--- config.mk ---
export PLATFORM = sky130hd
export DESIGN_NAME = atm_txn_ctrl
export DESIGN_NICKNAME = d
export VERILOG_FILES = /design/src/rtl/atm_txn_ctrl.sv
export SDC_FILE = /design/constraint.sdc
export NUM_CORES = 1
export LEC_CHECK = 0
export BUFFER_PORTS_ARGS = -buffer_cell sky130_fd_sc_hd__buf_4
export CORE_MARGIN = 3
export CORE_UTILIZATION = 60
export CTS_CLUSTER_DIAMETER = 30
export CTS_CLUSTER_SIZE = 30
export DETAILED_ROUTE_END_ITERATION = 10
export HOLD_SLACK_MARGIN = 0.15
export PLACE_DENSITY = 0.81
export REMOVE_ABC_BUFFERS = 1
export SYNTH_ARGS = -nofsm -noshare
export SYNTH_HDL_FRONTEND = slang
export SYNTH_SLANG_ARGS = --single-unit
--- constraint.sdc ---
create_clock -name clk -period 3.4 [get_ports clk]
set_input_delay 0.68 -clock clk [delete_from_list [all_inputs] [get_ports clk]]
set_output_delay 0.68 -clock clk [all_outputs]
set_load 0.05 [all_outputs]
--- src/rtl/atm_txn_ctrl.sv ---
// ATM transaction controller: PIN entry with retry limit, amount check against
// balance and per-transaction cap, note-by-note dispensing and inactivity timeouts.
module atm_txn_ctrl #(
    parameter int unsigned AMT_W         = 8,
    parameter int unsigned MAX_PIN_TRIES = 3,
    parameter int unsigned TIMEOUT_CYC   = 255,
    parameter int unsigned MAX_NOTES     = 40
) (
    input  logic             clk,
    input  logic             rst_n,
    input  logic             card_inserted,
    input  logic             pin_valid,
    input  logic             pin_correct,
    input  logic             amt_valid,
    input  logic [AMT_W-1:0] amount,
    input  logic [AMT_W-1:0] balance,
    output logic             dispense_cash,
    output logic             card_eject,
    output logic             card_retained,
    output logic             txn_denied,
    output logic             txn_timeout,
    output logic             debit_valid,
    output logic [AMT_W-1:0] debit_amt,
    output logic             busy
);

    localparam int unsigned TRY_W = $clog2(MAX_PIN_TRIES + 1);
    localparam int unsigned TMR_W = $clog2(TIMEOUT_CYC + 1);

    localparam logic [TRY_W-1:0] TRIES_LIM = TRY_W'(MAX_PIN_TRIES);
    localparam logic [TMR_W-1:0] TMR_LOAD  = TMR_W'(TIMEOUT_CYC);
    localparam logic [TMR_W-1:0] TMR_ONE   = TMR_W'(1);
    localparam logic [AMT_W-1:0] NOTES_CAP = AMT_W'(MAX_NOTES);
    localparam logic [AMT_W-1:0] AMT_ONE   = AMT_W'(1);

    localparam logic [2:0] S_IDLE      = 3'd0;
    localparam logic [2:0] S_WAIT_PIN  = 3'd1;
    localparam logic [2:0] S_WAIT_AMT  = 3'd2;
    localparam logic [2:0] S_CHECK_BAL = 3'd3;
    localparam logic [2:0] S_DISPENSE  = 3'd4;
    localparam logic [2:0] S_EJECT     = 3'd5;
    localparam logic [2:0] S_LOCKED    = 3'd6;

    logic [2:0]       state_q,   state_d;
    logic [TRY_W-1:0] tries_q,   tries_d;
    logic [TMR_W-1:0] timer_q,   timer_d;
    logic [AMT_W-1:0] notes_q,   notes_d;
    logic [AMT_W-1:0] amt_q,     amt_d;
    logic [AMT_W-1:0] debit_amt_d;
    logic             denied_d;
    logic             timeout_d;
    logic             debit_d;
    logic [TRY_W-1:0] tries_inc;
    logic             amt_ok;

    assign tries_inc = tries_q + TRY_W'(1);
    assign amt_ok    = (amt_q != '0) && (amt_q <= balance) && (amt_q <= NOTES_CAP);

    // State, counters and registered outputs; outputs are decoded from the next state
    always_ff @(posedge clk or negedge rst_n) begin
        if (!rst_n) begin
            state_q       <= S_IDLE;
            tries_q       <= '0;
            timer_q       <= '0;
            notes_q       <= '0;
            amt_q         <= '0;
            dispense_cash <= 1'b0;
            card_eject    <= 1'b0;
            card_retained <= 1'b0;
            txn_denied    <= 1'b0;
            txn_timeout   <= 1'b0;
            debit_valid   <= 1'b0;
            debit_amt     <= '0;
            busy          <= 1'b0;
        end else begin
            state_q       <= state_d;
            tries_q       <= tries_d;
            timer_q       <= timer_d;
            notes_q       <= notes_d;
            amt_q         <= amt_d;
            dispense_cash <= (state_d == S_DISPENSE);
            card_eject    <= (state_d == S_EJECT);
            card_retained <= (state_d == S_LOCKED);
            txn_denied    <= denied_d;
            txn_timeout   <= timeout_d;
            debit_valid   <= debit_d;
            debit_amt     <= debit_amt_d;
            busy          <= (state_d != S_IDLE);
        end
    end

    // Next-state and counter update; card removal beats strobes, strobes beat timeout
    always_comb begin
        state_d     = state_q;
        tries_d     = tries_q;
        timer_d     = timer_q;
        notes_d     = notes_q;
        amt_d       = amt_q;
        debit_amt_d = debit_amt;
        denied_d    = 1'b0;
        timeout_d   = 1'b0;
        debit_d     = 1'b0;

        case (state_q)
            S_IDLE: begin
                if (card_inserted) begin
                    state_d = S_WAIT_PIN;
                    tries_d = '0;
                    timer_d = TMR_LOAD;
                end
            end
            S_WAIT_PIN: begin
                if (!card_inserted) begin
                    state_d = S_IDLE;
                    tries_d = '0;
                    timer_d = '0;
                    notes_d = '0;
                    amt_d   = '0;
                end else if (pin_valid) begin
                    timer_d = TMR_LOAD;
                    if (pin_correct) begin
                        state_d = S_WAIT_AMT;
                    end else begin
                        tries_d = tries_inc;
                        if (tries_inc == TRIES_LIM) begin
                            state_d = S_LOCKED;
                        end
                    end
                end else if (timer_q <= TMR_ONE) begin
                    state_d   = S_EJECT;
                    timeout_d = 1'b1;
                    timer_d   = '0;
                end else begin
                    timer_d = timer_q - TMR_ONE;
                end
            end
            S_WAIT_AMT: begin
                if (!card_inserted) begin
                    state_d = S_IDLE;
                    tries_d = '0;
                    timer_d = '0;
                    notes_d = '0;
                    amt_d   = '0;
                end else if (amt_valid) begin
                    state_d = S_CHECK_BAL;
                    amt_d   = amount;
                    notes_d = amount;
                end else if (timer_q <= TMR_ONE) begin
                    state_d   = S_EJECT;
                    timeout_d = 1'b1;
                    timer_d   = '0;
                end else begin
                    timer_d = timer_q - TMR_ONE;
                end
            end
            S_CHECK_BAL: begin
                if (!card_inserted) begin
                    state_d = S_IDLE;
                    tries_d = '0;
                    timer_d = '0;
                    notes_d = '0;
                    amt_d   = '0;
                end else if (amt_ok) begin
                    state_d = S_DISPENSE;
                end else begin
                    state_d  = S_EJECT;
                    denied_d = 1'b1;
                end
            end
            S_DISPENSE: begin
                // Card removal is deliberately ignored so the note count always matches the debit
                if (notes_q <= AMT_ONE) begin
                    state_d     = S_EJECT;
                    notes_d     = '0;
                    debit_d     = 1'b1;
                    debit_amt_d = amt_q;
                end else begin
                    notes_d = notes_q - AMT_ONE;
                end
            end
            S_EJECT, S_LOCKED: begin
                if (!card_inserted) begin
                    state_d = S_IDLE;
                end
            end
            default: begin
                state_d = S_IDLE;
            end
        endcase
    end

endmodule

# Word level (Yosys, flattened, before mapping)
# Cells that the tools add are included.
op_classes:
  n_addsub: 3
  order_cmp: 4
  eq_ne: 18
  n_mux: 43
  n_reduce_logical: 17
op_table:
  columns: ["op", "count"]
  rows:
  - ["two-way mux 8 bit", 10]
  - ["two-way mux 3 bit", 11]
  - ["one-hot mux 8 bit (4 select lines)", 1]
  - ["one-hot mux 8 bit (3 select lines)", 1]
  - ["equality test 3 bit (second input constant)", 6]
  - ["one-hot mux 3 bit (6 select lines)", 1]
  - ["less-or-equal comparator 8 x 1 -> 1 bit (second input constant)", 2]
  - ["one-hot mux 8 bit (2 select lines)", 1]
  - ["subtractor 8 x 1 -> 8 bit (second input constant)", 2]
  - ["inequality test 3 bit (second input constant)", 4]
  - ["two-way mux 1 bit", 11]
  - ["two-way mux 2 bit", 5]
  - ["nonzero test 3 bit", 3]
  - ["less-or-equal comparator 8 x 6 -> 1 bit (second input constant)", 1]
  - ["less-or-equal comparator 8 bit", 1]
  - ["inequality test 2 bit (second input constant)", 4]
  - ["nonzero test 8 bit", 1]
  - ["equality test 3 x 2 -> 1 bit (second input constant)", 2]
  - ["one-hot mux 2 bit (3 select lines)", 1]
  - ["AND reduction 3 bit", 2]
  - ["OR reduction 2 bit", 3]
  - ["AND reduction 5 bit", 1]
  - ["AND reduction 4 bit", 1]
  - ["nonzero test 4 bit", 1]
  - ["8 further kinds", 9]
word_totals:
  ff_bits: 44
  inputBits: 22
  output_inout_bits: 15
  elab_cells: 98

# Longest topological paths before layout
# Gate-level depths: netlist of the first run.
logic_depth:
  depth_word: 8
  depth_mapped: 8
  mapped_depth_nobuf: 8

# Least setup slack after synthesis of the first run
# Ideal clock, no wire load.
synth_path:
  path_kind: "register -> register"
  startpoint: "register notes_q[0]"
  endpoint: "register busy"
  setup_time_ns: 0.143
  arrival_ns: 1.834
  required_ns: 3.257
  setup_slack_ns: 1.423
  stages_incl_launch_ff: 8
  path_buffers: 0
  period_less_slack_ns: 1.977
  path_cell_list: "dfrtp_1 inv_1 ha_1 nor2_1 nand4b_2 o311ai_0 a211oi_1 nand3_1"
synth_between:
  elab_chain_len: 4
synth_rtl:
  columns: ["element", "line", "text"]
  rows:
  - ["from (decl)", "47", "logic [AMT_W-1:0] notes_q, notes_d;"]
  - ["from (signal assigned)", "79", "notes_q <= notes_d;"]
  - ["less-or-equal comparator 8 x 1 -> 1 bit", "172", "if (notes_q <= AMT_ONE) begin"]
  - ["two-way mux 3 bit", "172", null]
  - ["one-hot mux 3 bit (6 select lines)", "104", "case (state_q)"]
  - ["nonzero test 3 bit", "88", "busy <= (state_d != S_IDLE);"]
  - ["to (signal assigned)", "88", null]
  - ["to (decl)", "24", "output logic busy"]
# No other way between the ends.
# A chain may end at the register's enable or synchronous reset.

# Worst setup path after layout of the first run
# Same ends and word-level chain as after synthesis.

==> results of run 1 <==
==> worst max-delay path: stages, from the launching register on <==
cell	delay (ns)
sky130_fd_sc_hd__dfrtp_1	0.45
sky130_fd_sc_hd__inv_1	0.09
sky130_fd_sc_hd__ha_1	0.25
sky130_fd_sc_hd__nor2_1	0.26
sky130_fd_sc_hd__nand4b_2	0.35
sky130_fd_sc_hd__o311ai_0	0.24
sky130_fd_sc_hd__a211oi_1	0.39
sky130_fd_sc_hd__nand3_1	0.11
==> flip-flops by register name (all words and copies together) (netlist names) <==
name,flops
notes_q,8
amt_q,8
debit_valid,1
state_q,3
debit_amt,8
tries_q,2
txn_timeout,1
busy,1
card_retained,1
txn_denied,1
timer_q,8
card_eject,1
dispense_cash,1
==> cell usage after synthesis (all sizes together), types with 3 or more instances <==
master	count	area share, %
nand2b	6	1.5
inv	22	3.2
mux2	9	4.0
a22oi	4	1.2
nand3	6	1.2
clkbuf	6	0.88
ha	13	6.3
or4	3	1.1
o21ai	28	5.5
nand2	32	4.7
nor2	23	3.4
a21oi	28	5.5
nor4	5	1.5
dfrtp	44	43
a21o	3	0.88
a211oi	4	1.2
nor3	9	2.0
o311ai	3	1.0
==> cell families after synthesis <==
logic type	count (synthesis)	share of synthesized area, %
AOI/OAI and AO/OA	89	22.0
xor gates and xnor gates	2	0.683
adders and majority gates	13	6.34
buffers and inverters	30	4.73
DFF	44	42.9
muxes	10	4.34
and+or+nand+nor	97	19.0
==> layer usage <==
layer / wire, um / GRT usage (%)
met1: 2440 / 31.6
met2: 2830 / 41.9
met3: 392 / 5.19
met4: 100 / 8.98
met5: 0 / 0
==> through the flow <==
| step | std cells | hold WS [ns] | util (%) | area [um2] | worst slack, ns |
|---|---|---|---|---|---|
| 3_5_place_dp | 363 | 0.474 | 70.5 | 2860 | 1.13 |
| 2_1_floorplan | 277 | 0.384 | - | 2530 | 1.42 |
| 5_1_grt | 371 | 0.387 | 72.6 | 2950 | 0.857 |
| 6_report | 371 | 0.358 | 72.6 | 2950 | 1.12 |
| 3_3_place_gp | 363 | 0.463 | 70.5 | 2860 | 1.24 |
| 4_1_cts | 371 | 0.375 | 72.6 | 2950 | 1.12 |
==> area by class of cell <==
class,instances,area (um2)
clock buffer,5,68.8
fill,317,1110
sequential,44,1100
tap,50,62.6
clock inverter,3,18.8
inverter,22,82.6
timing repair buffer,36,270
multi-input combinational,211,1340
==> power by group through the flow <==
stage	clock network (W)	logic, W	registers (W)
6_report	0.000327	0.00123	0.000977
3_3_place_gp	0	0.00120	0.000973
3_5_place_dp	0	0.00123	0.000980
5_1_grt	0.000358	0.00139	0.00101
2_1_floorplan	0	0.000761	0.00109
4_1_cts	0.000338	0.00124	0.000971
==> path summary, 6_finish.rpt <==
kind                             from       endpoint  slack, ns  depth (start not counted)
min reg2reg                tries_q[1]     tries_q[1]       0.49                          2
max in group asynchronous       rst_n   debit_amt[2]       2.66                          1
min in group clk           tries_q[1]     tries_q[1]       0.49                          2
max reg2reg                notes_q[0]           busy       1.12                          7
min                             rst_n  card_retained       0.36                          1
max                        notes_q[0]           busy       1.12                          7
==> results, run 1 <==
- The number of antenna cells inserted is 0.
- The netlist area before placement is about 2600 um2.
- The number of warnings issued by yosys is 0.
- Of the synthesized area, sequential elements account for between 40% and 50%.
- The worst pin sits at a relative slew slack of between 50 and 60%.
- The cell sitting at the root of the clock tree is a sky130_fd_sc_hd__clkbuf_8.
- The static power due to leakage is around 1.4 nW.
- The via count is around 2300.
- The setup TNS is 0 ns.
- The H-tree generated during clock tree synthesis spans 2 levels.
- The floorplan step set the die height to 71.4 um.
- Before antenna repair, the detailed router went through 6 iterations.
- The die is just over 70 um wide.
- The layout-stage area growth over the synthesis result is 14.9%.
- TritonCTS built the clock tree.
- The initialized floorplan defines 23 standard-cell rows.
- The share of async-settable or async-resettable flops after synthesis is 100%.
- The later-pin clock latency in the skew report is 0.30 ns.
- Leaving out fill and tap cells, the most frequent cells in the layout are sky130_fd_sc_hd__dfrtp_1, sky130_fd_sc_hd__buf_4, sky130_fd_sc_hd__nand2_1.
- Post-CTS timing repair inserted 0 buffers for setup.
- The first-pass GRT wire length is 10100 um.
- After detailed routing, the average wire length per cell comes to approximately 16 um.
- For this run, the top clock speed supported by timing is 438 MHz.
- The design draws ~0.0025 W.
- The total length of routed wires is slightly below 6000 um.
- Dividing total power by cell area gives a power density of approximately 860 nW/um2.
- At the end of routability-driven placement, the weighted congestion stood at a little under 0.9.
- The maximum count of clock buffers along a single path is 2.
- The run finished with clean final reports.
- The clock net in this run drives a total of 44 sinks.
- For this run, design rule violations remaining after detail routing come to 0.
- The number of max-slew violations in the final report came to 0.
- The total overflow left after global routing is 0.
- For this run, the leading register cell type out of synthesis is sky130_fd_sc_hd__dfrtp_1.
- The clock arrives with between 0.004 and 0.005 ns of skew.
- In the global route stage, overall resource usage came out at 24.8%.
- The die covers just over 5000 um2.
- Synthesis produced a netlist whose cell count is roughly 290.
- The number of distinct library cells after synthesis is 52.
- The detailed router finished its first iteration with around 330 violations.
- The combinational share of power is slightly below 50%.
- Per report_power, the clock group accounts for roughly an eighth of the total.
- The post-cts hold buffer count is 0.
- The number of top-level pins is 37.
- The tool flagged a number of max-cap violations equal to 0.
- The library cell used most frequently in the layout, excluding fill and tap cells, is sky130_fd_sc_hd__dfrtp_1.
- The synthesized area divided by synthesized cell count is 9.00 um2.
- The largest net degree at the start of global routing is 45.
- The flip-flop and latch count after synthesis is 44.
- Once the floorplan was initialized, standard cells occupied a little over three fifths of the core.
- The endpoint arrival time on the critical path is 2.45 ns.
- STA puts the critical path data required time at 3.57 ns.
- The total CTS buffers is 5.
- The number of gates resized after CTS is 0.
- The worst setup path is launched from a register.
- Clock-pin slew was measured on the worst setup and hold paths at approximately 0.090 ns.
- The total count of hold-check failures in the final report was 0.
- The switching power is 0.00120 W.
- The count of nets left with antenna violations once routing finished came out at 0.
- For the pin with the worst max-slew slack, the measured transition is approximately 0.63 ns.
- The number of setup violations in the final report is 0.
- The number of enable-type register cells in the synthesized netlist is 0.
- The category of the worst setup path capture point is a register.
- The worst-case vdd ir drop is approximately 0.00058 V.
- Dividing the final minimum period by the clock period gives about 67%.
- The region available for standard cell placement spans just over 4000 um2.
- The initial antenna violation count is 0.
- The fraction of layout instances using a drive strength above 1 is 19.6%.
- In the final design database the tool counted approximately 360 nets.
- The sequential cell fraction of total power is 38.5%.
- The min-delay analysis places its worst path in the category in2async.
- The post-route minimum period is between 2 and 2.5 ns.
- The number of I/O port buffers is 36.
- Using the TritonRoute via totals, the vias-per-cell ratio works out to between 6 and 7.
- Detailed placement finished with a half-perimeter wire length of 4140 um.
- Setup repair after global routing left no endpoint under its margin.
- Cell internal power was estimated by the tool at ~0.0013 W.
- The setup path with the least slack is of type reg2reg.
- The via count of the first global-routing pass was 2216.
- Net switching is approximately 47% of the power.
- The largest fanout on the critical path is 10.
(Power assumes the default switching activity.)
==> run 2: changes to the inputs <==
- CORE_UTILIZATION: 60 -> 51
- PLACE_DENSITY: 0.81 -> 0.73
- clock period: 3.4 -> 2.1 ns (I/O delays scaled with it)
==> results, run 2 (synthesis results as in run 1) <==
- The run finished with clean final reports.
- The standard cell area after detailed placement is 3010 um2 (+5.2%).
- The violation count after the first detailed-routing iteration is 195 (-41%).
- The via count of the first global-routing pass was 2164 (-2.3%).
- The final weighted congestion in routability-driven placement is 0.896 (+1.1%).
- The post-route minimum period came to 1.98 ns (-0.303 ns).
- The total clock sinks is 44 (unchanged).
- The worst-case vdd ir drop is 0.000850 V (+47%).
- The fraction of layout instances using a drive strength above 1 is 25.7% (+6.0 points).
- The starting density of the core is 53.6% (-9.6 points).
- The post-detailed-route count of antenna-violating nets is 0 (unchanged).
- The per-cell via count in the routed design is 5.63 (-8.2%).
- The layout net count is 373 (+5.1%).
- The path class of the lowest-slack min-delay path is in2reg.
- The static power due to leakage is 1.50 nW (+6.1%).
- The clock skew is 0.00422 ns (-0.000465 ns).
- The routed length per placed instance was 14.3 um (-8.1%).
- The number of setup violations in the final report is 0 (unchanged).
- The delay contributed by the slowest stage of the critical path was 0.40 ns (-0.05 ns).
- The H-tree depth reported by CTS is 2 (unchanged).
- The final cell count without fillers is 406 (+9.4%).
- The total global-route track usage is 20.8% (-4.1 points).
- The cell row count is 25 (+8.7%).
- The die boundary height is 76.9 um (+7.8%).
- The number of I/O port buffers is 36 (unchanged).
- The endpoint arrival time on the critical path was 2.15 ns (-0.30 ns).
- The number of top-level pins is 37 (unchanged).
- The detailed placer's ending HPWL is 4310 um (+4.1%).
- The top cell types in the final layout, fill and taps aside, are sky130_fd_sc_hd__buf_4, sky130_fd_sc_hd__dfrtp_1, sky130_fd_sc_hd__nand2_1.
- The most utilized layer in the global route result is met2.
- The total instance count after detailed placement is 397 (+9.4%).
- The maximum count of clock buffers along a single path is 2 (unchanged).
- Setup repair after global routing left no endpoint under its margin.
- The hold path startpoint is amount[3].
- The required time of the worst setup path came to 2.27 ns (-1.30 ns).
- The largest net degree at the start of global routing is 45 (unchanged).
- On the critical path, the stage with the largest delay is an instance of sky130_fd_sc_hd__dfrtp_1.
- The floorplan die area was 5920 um2 (+16%).
- The part of the cycle the worst path needs came to 94.3% (+27 points).
- The overall power of the completed layout is 0.00441 W (+74%).
- TritonCTS built the clock tree.
- The startpoint class of the critical path is a register.
- The global-route track usage on met3 is 3.40% (-1.8 points).
- The register clock-pin slew on the reported worst setup and hold paths came to 0.09 ns (about the same).
- The initial antenna violation count is 0 (unchanged).
- The launching point of the worst reg2reg path is timer_q[1].
- The met2 layer usage reported by global route was 34.8% (-7.1 points).
- The power per cell area came to 1400 nW/um2 (+63%).
- The total count of hold-check failures in the final report is 0 (unchanged).
- The max capacitance violation total is 0 (unchanged).
- The first-pass GRT wire length was 10000 um (-0.41%).
- The post-route DRC violation count came to 0 (unchanged).
- The length of the first detailed-routing pass in iterations is 4 (-2).
- The commonest non-fill, non-tap cell in the layout is sky130_fd_sc_hd__buf_4.
- From synthesis to final layout, the design area changed by 22.9%.
- Walking the worst path, the cells encountered are inv_1, ha_1, or2_2, a311oi_2, o311ai_1, a211oi_2, nand3_1.
- The fmax is 505 MHz (+15%).
- The core footprint came to 4790 um2 (+18%).
- The number of max-slew violations in the final report was 0 (unchanged).
- The total CTS buffers was 5 (unchanged).
- The later-pin clock latency in the skew report is 0.30 ns (about the same).
- The post-route cell area is 3150 um2 (+7.0%).
- The global routing met1 resource utilization is 27.7% (-3.9 points).
- The chip width is 76.9 um (+7.8%).
- The aggregate global routing overflow is 0 (unchanged).
- The largest fanout on the critical path is 4 (-6).
- The number of antenna cells inserted is 0 (unchanged).
- The worst-margin pin slew is 0.553 ns (-0.0783 ns).
- The start point of the critical path is timer_q[1].
- The via count was 2286 (+0.48%).
- The root buffer cell is sky130_fd_sc_hd__clkbuf_8.
- The start-to-end type of the worst setup path is reg2reg.
- The post-CTS setup-driven buffer insertion count is 0 (unchanged).
- The worst setup path is captured at a register.
- The total length of routed wires is 5800 um (+0.62%).
- The max-slew headroom at the worst pin is 63.2% (+5.2 points).
run 2: changes by cell type in the layout (fill, tap and decap cells not counted), moves of 2 or more:
cell | previous run | this run
sky130_fd_sc_hd__buf_4 | 36 | 53
sky130_fd_sc_hd__clkinvlp_4 | 0 | 2
sky130_fd_sc_hd__nor4_2 | 1 | 3
sky130_fd_sc_hd__clkinv_2 | 2 | 0
sky130_fd_sc_hd__nor4_1 | 4 | 2
run 2: per-stage QoR:
step | TNS, ns | utilization [%] | setup WS [ns] | hold WS (ns)
2_1_floorplan | 0 | - | 0.122 | 0.124
3_3_place_gp | 0 | 62.8 | 0.0741 | 0.451
3_5_place_dp | -0.00311 | 62.8 | -0.00311 | 0.454
4_1_cts | 0 | 65.1 | 0.0294 | 0.368
5_1_grt | 0 | 65.9 | 0.00694 | 0.374
6_report | 0 | 65.9 | 0.119 | 0.380
run 2: path summary, 6_finish.rpt:
check	slack, ns	depth (start not counted)	endpoint
max reg2reg	0.12	7	busy
min reg2reg	0.50	2	tries_q[1]
max	0.12	7	busy
min	0.38	3	amt_q[3]
min in group asynchronous	0.66	2	timer_q[5]
max in group asynchronous	1.07	2	debit_amt[2]
run 2: worst max-delay path, delay by kind of cell, from the launching register on:
family,cells,cell delay (ns)
AOI/OAI and AO/OA,3,0.73
adders and majority gates,1,0.21
buffers and inverters,1,0.08
DFF,1,0.40
and+or+nand+nor,2,0.45
run 2: per-layer routing:
layer / share of wire [%] / wire length, um
met1: 45 / 2620
met4: 0.93 / 54
met3: 4.9 / 285
met5: 0 / 0
met2: 49 / 2840
run 2: cell type report:
| class | count | area (um2) |
|---|---|---|
| clock buffer | 6 | 82.6 |
| tap | 67 | 83.8 |
| clock inverter | 2 | 15.0 |
| fill | 430 | 1630 |
| inverter | 22 | 82.6 |
| timing repair buffer | 54 | 408 |
| multi-input combinational | 211 | 1380 |
| sequential | 44 | 1100 |
run 2: timing repair:
item,4_1_cts,5_1_grt
gates resized for setup,0,8
hold buffers,1,0
pin swaps,1,1
endpoints found under the hold margin,44,0
endpoints found under the setup margin,1,7
run 2: report_power, final:
group | switching, W | leakage [nW] | internal, W | total, W
clock network | 0.000301 | 0.0434 | 0.000267 | 0.000568
logic | 0.00138 | 0.888 | 0.000947 | 0.00232
registers | 0.000352 | 0.572 | 0.00117 | 0.00152
==> run 3: changes to the inputs <==
- CORE_ASPECT_RATIO: unset -> 0.6
- CORE_UTILIZATION: 51 -> 57
- PLACE_DENSITY: 0.73 -> 0.83
- clock period: 2.1 -> 2.2 ns (I/O delays scaled with it)
==> results, run 3 (synthesis results as in run 1) <==
- The run finished with clean final reports.
- The detailed-route wire length on metal 1 is 2820 um (+7.4%).
- The met3 layer wire length in the routed design is 495 um (+74%).
- The register area is 1100 um2 (unchanged).
- The setup TNS is 0 ns (unchanged).
- The post-route minimum period came to 2.04 ns (+0.0621 ns).
- The commonest non-fill, non-tap cell in the layout is sky130_fd_sc_hd__buf_4.
- The worst path setup slack after routing is 0.157 ns (+0.0379 ns).
- The standard cell area after detailed placement is 2960 um2 (-1.5%).
- The total length of routed wires is 5960 um (+2.6%).
- The clock skew is 0.00694 ns (+0.00271 ns).
- The cell row count came to 18 (-28%).
- The largest fanout on the critical path is 6 (+2).
- The core footprint is 4210 um2 (-12%).
- The power per cell area is 1370 nW/um2 (-2.2%).
- The total global-route track usage was 23.9% (+3.1 points).
- The static power due to leakage is 1.49 nW (-0.58%).
- The largest individual stage delay along the critical path comes from the cell sky130_fd_sc_hd__dfrtp_1.
- The startpoint class of the critical path is a register.
- The via count of the first global-routing pass is 2122 (-1.9%).
- The post-CTS setup-driven buffer insertion count is 0 (unchanged).
- The post-route DRC violation count came to 0 (unchanged).
- The die boundary height is 58.0 um (-25%).
- The aggregate global routing overflow is 0 (unchanged).
- The worst setup path is of the reg2reg kind.
- The register clock-pin slew on the reported worst setup and hold paths came to 0.09 ns (about the same).
- The via count is 2326 (+1.7%).
- The post-detailed-route count of antenna-violating nets is 0 (unchanged).
- The total count of hold-check failures in the final report is 0 (unchanged).
- The chip width came to 92.6 um (+20%).
- The filler cell count in the final layout was 301 (-30%).
- The max-slew headroom at the worst pin is 54.8% (-8.4 points).
- The switching power is 0.00193 W (-5.1%).
- The worst-margin pin slew is 0.670 ns (+0.117 ns).
- The fmax was 490 MHz (-3.0%).
- The multi-input combinational cell area came to 1360 um2 (-1.7%).
- The violation count after the first detailed-routing iteration is 252 (+29%).
- The combinational share of power is 50.0% (-2.6 points).
- In this run the worst hold path is classified as in2reg.
- The total CTS buffers is 5 (unchanged).
- The CTS tree is built.
- The category of the worst setup path capture point is a register.
- The routed length per placed instance is 15.1 um (+5.8%).
- The part of the cycle the worst path needs was 92.9% (-1.5 points).
- The total clock sinks is 44 (unchanged).
- The number of top-level pins is 37 (unchanged).
- The design internal power is 0.00233 W (-2.4%).
- The layout net count was 368 (-1.3%).
- The final weighted congestion in routability-driven placement is 0.925 (+3.2%).
- The library cells used most frequently in the layout, excluding fill and tap cells, are sky130_fd_sc_hd__buf_4, sky130_fd_sc_hd__dfrtp_1, sky130_fd_sc_hd__nand2_1.
- The later-pin clock latency in the skew report came to 0.30 ns (about the same).
- The wire length on met2 is 2610 um (-8.1%).
- The first-pass GRT wire length is 10100 um (+0.14%).
- The critical path goes through inv_1, ha_1, or2_2, a311oi_1, o311ai_0, nor4_1.
- Setup repair after global routing left no endpoint under its margin.
- The starting density of the core is 60.9% (+7.3 points).
- The initial antenna violation count is 0 (unchanged).
- The post-route cell area was 3110 um2 (-1.5%).
- The total instance count after detailed placement is 385 (-3.0%).
- The H-tree depth reported by CTS came to 2 (unchanged).
- The sequential cell fraction of total power was 34.8% (+0.3 points).
- The endpoint arrival time on the critical path is 2.22 ns (+0.07 ns).
- The number of max-slew violations in the final report is 0 (unchanged).
- The number of I/O port buffers was 36 (unchanged).
- The fraction of power spent switching nets is 45.3% (-0.69 points).
- The delay contributed by the slowest stage of the critical path is 0.42 ns (+0.02 ns).
- The number of setup violations in the final report was 0 (unchanged).
- The tree is rooted in a sky130_fd_sc_hd__clkbuf_8.
- The largest net degree at the start of global routing is 45 (unchanged).
- The required time of the worst setup path was 2.38 ns (+0.11 ns).
- The length of the first detailed-routing pass in iterations is 5 (+1).
- The fraction of layout instances using a drive strength above 1 came to 23.4% (-2.3 points).
- The clock power share is 15.2% (+2.3 points).
- The number of antenna cells inserted is 0 (unchanged).
- The max capacitance violation total was 0 (unchanged).
- The final cell count without fillers was 394 (-3.0%).
- The per-cell via count in the routed design is 5.90 (+4.8%).
- The worst-case vdd ir drop is 0.000952 V (+12%).
- The detailed placer's ending HPWL is 4420 um (+2.6%).
- The worst hold slack after final layout is 0.392 ns (+0.0125 ns).
- The floorplan die area is 5370 um2 (-9.3%).
- The maximum count of clock buffers along a single path is 2 (unchanged).
- Compared with the post-synthesis result, the final layout area differs by 21.1%.
- The highest routing layer actually used is met4.
- The setup slack at placement is 0.0723 ns (+0.0754 ns).
## run 3: final cells by class
| type | count | share of cell area (%) |
|---|---|---|
| Clock inverter | 2 | 1.25 |
| Clock buffer | 6 | 2.66 |
| Sequential cell | 44 | 35.4 |
| Inverter | 22 | 2.66 |
| Multi-Input combinational cell | 211 | 43.7 |
| Tap cell | 60 | 2.42 |
| Timing Repair Buffer | 49 | 11.9 |
## run 3: critical path, delay by kind of cell, from the launching register on
family                     cells  cell delay (ns)
AOI/OAI and AO/OA              2             0.48
adders and majority gates      1             0.22
buffers and inverters          1             0.06
DFF                            1             0.42
and+or+nand+nor                2             0.74
## run 3: metrics by stage
stage                     utilization [%]  total power [W]
after global routing                 73.8          0.00458
after global placement               70.3          0.00348
after detailed placement             70.3          0.00356
final                                73.8          0.00425
after floorplan                         -          0.00287
after CTS                            73.4          0.00423
## run 3: metal layers
metal	global-route usage [%]	vias to the layer above
li1	-	1125
met1	35.4	1093
met2	36.0	100
met3	5.19	8
met4	6.13	0
met5	0	-
## run 3: power by group through the flow
stage          logic, W  clock network (W)  registers (W)
3_3_place_gp    0.00203                  0        0.00145
2_1_floorplan   0.00118                  0        0.00169
6_report        0.00213           0.000647        0.00148
4_1_cts         0.00211           0.000662        0.00146
3_5_place_dp    0.00209                  0        0.00147
5_1_grt         0.00235           0.000702        0.00153
## run 3: worst paths after layout
check | from | to | slack [ns] | cells after the start
hold reg to reg | tries_q[1] | tries_q[1] | 0.51 | 2
setup / recovery | timer_q[0] | dispense_cash | 0.16 | 6
min in group asynchronous | rst_n | dispense_cash | 0.65 | 2
max in group asynchronous | rst_n | timer_q[2] | 1.16 | 2
setup reg to reg | timer_q[0] | dispense_cash | 0.16 | 6
hold / removal | amount[5] | amt_q[5] | 0.39 | 3
## run 3: what timing repair did
action / in CTS / in global routing
gates resized for setup: 0 / 3
hold buffers: 1 / 0
endpoints found under the setup margin: 0 / 4
hold endpoints to repair: 26 / 0
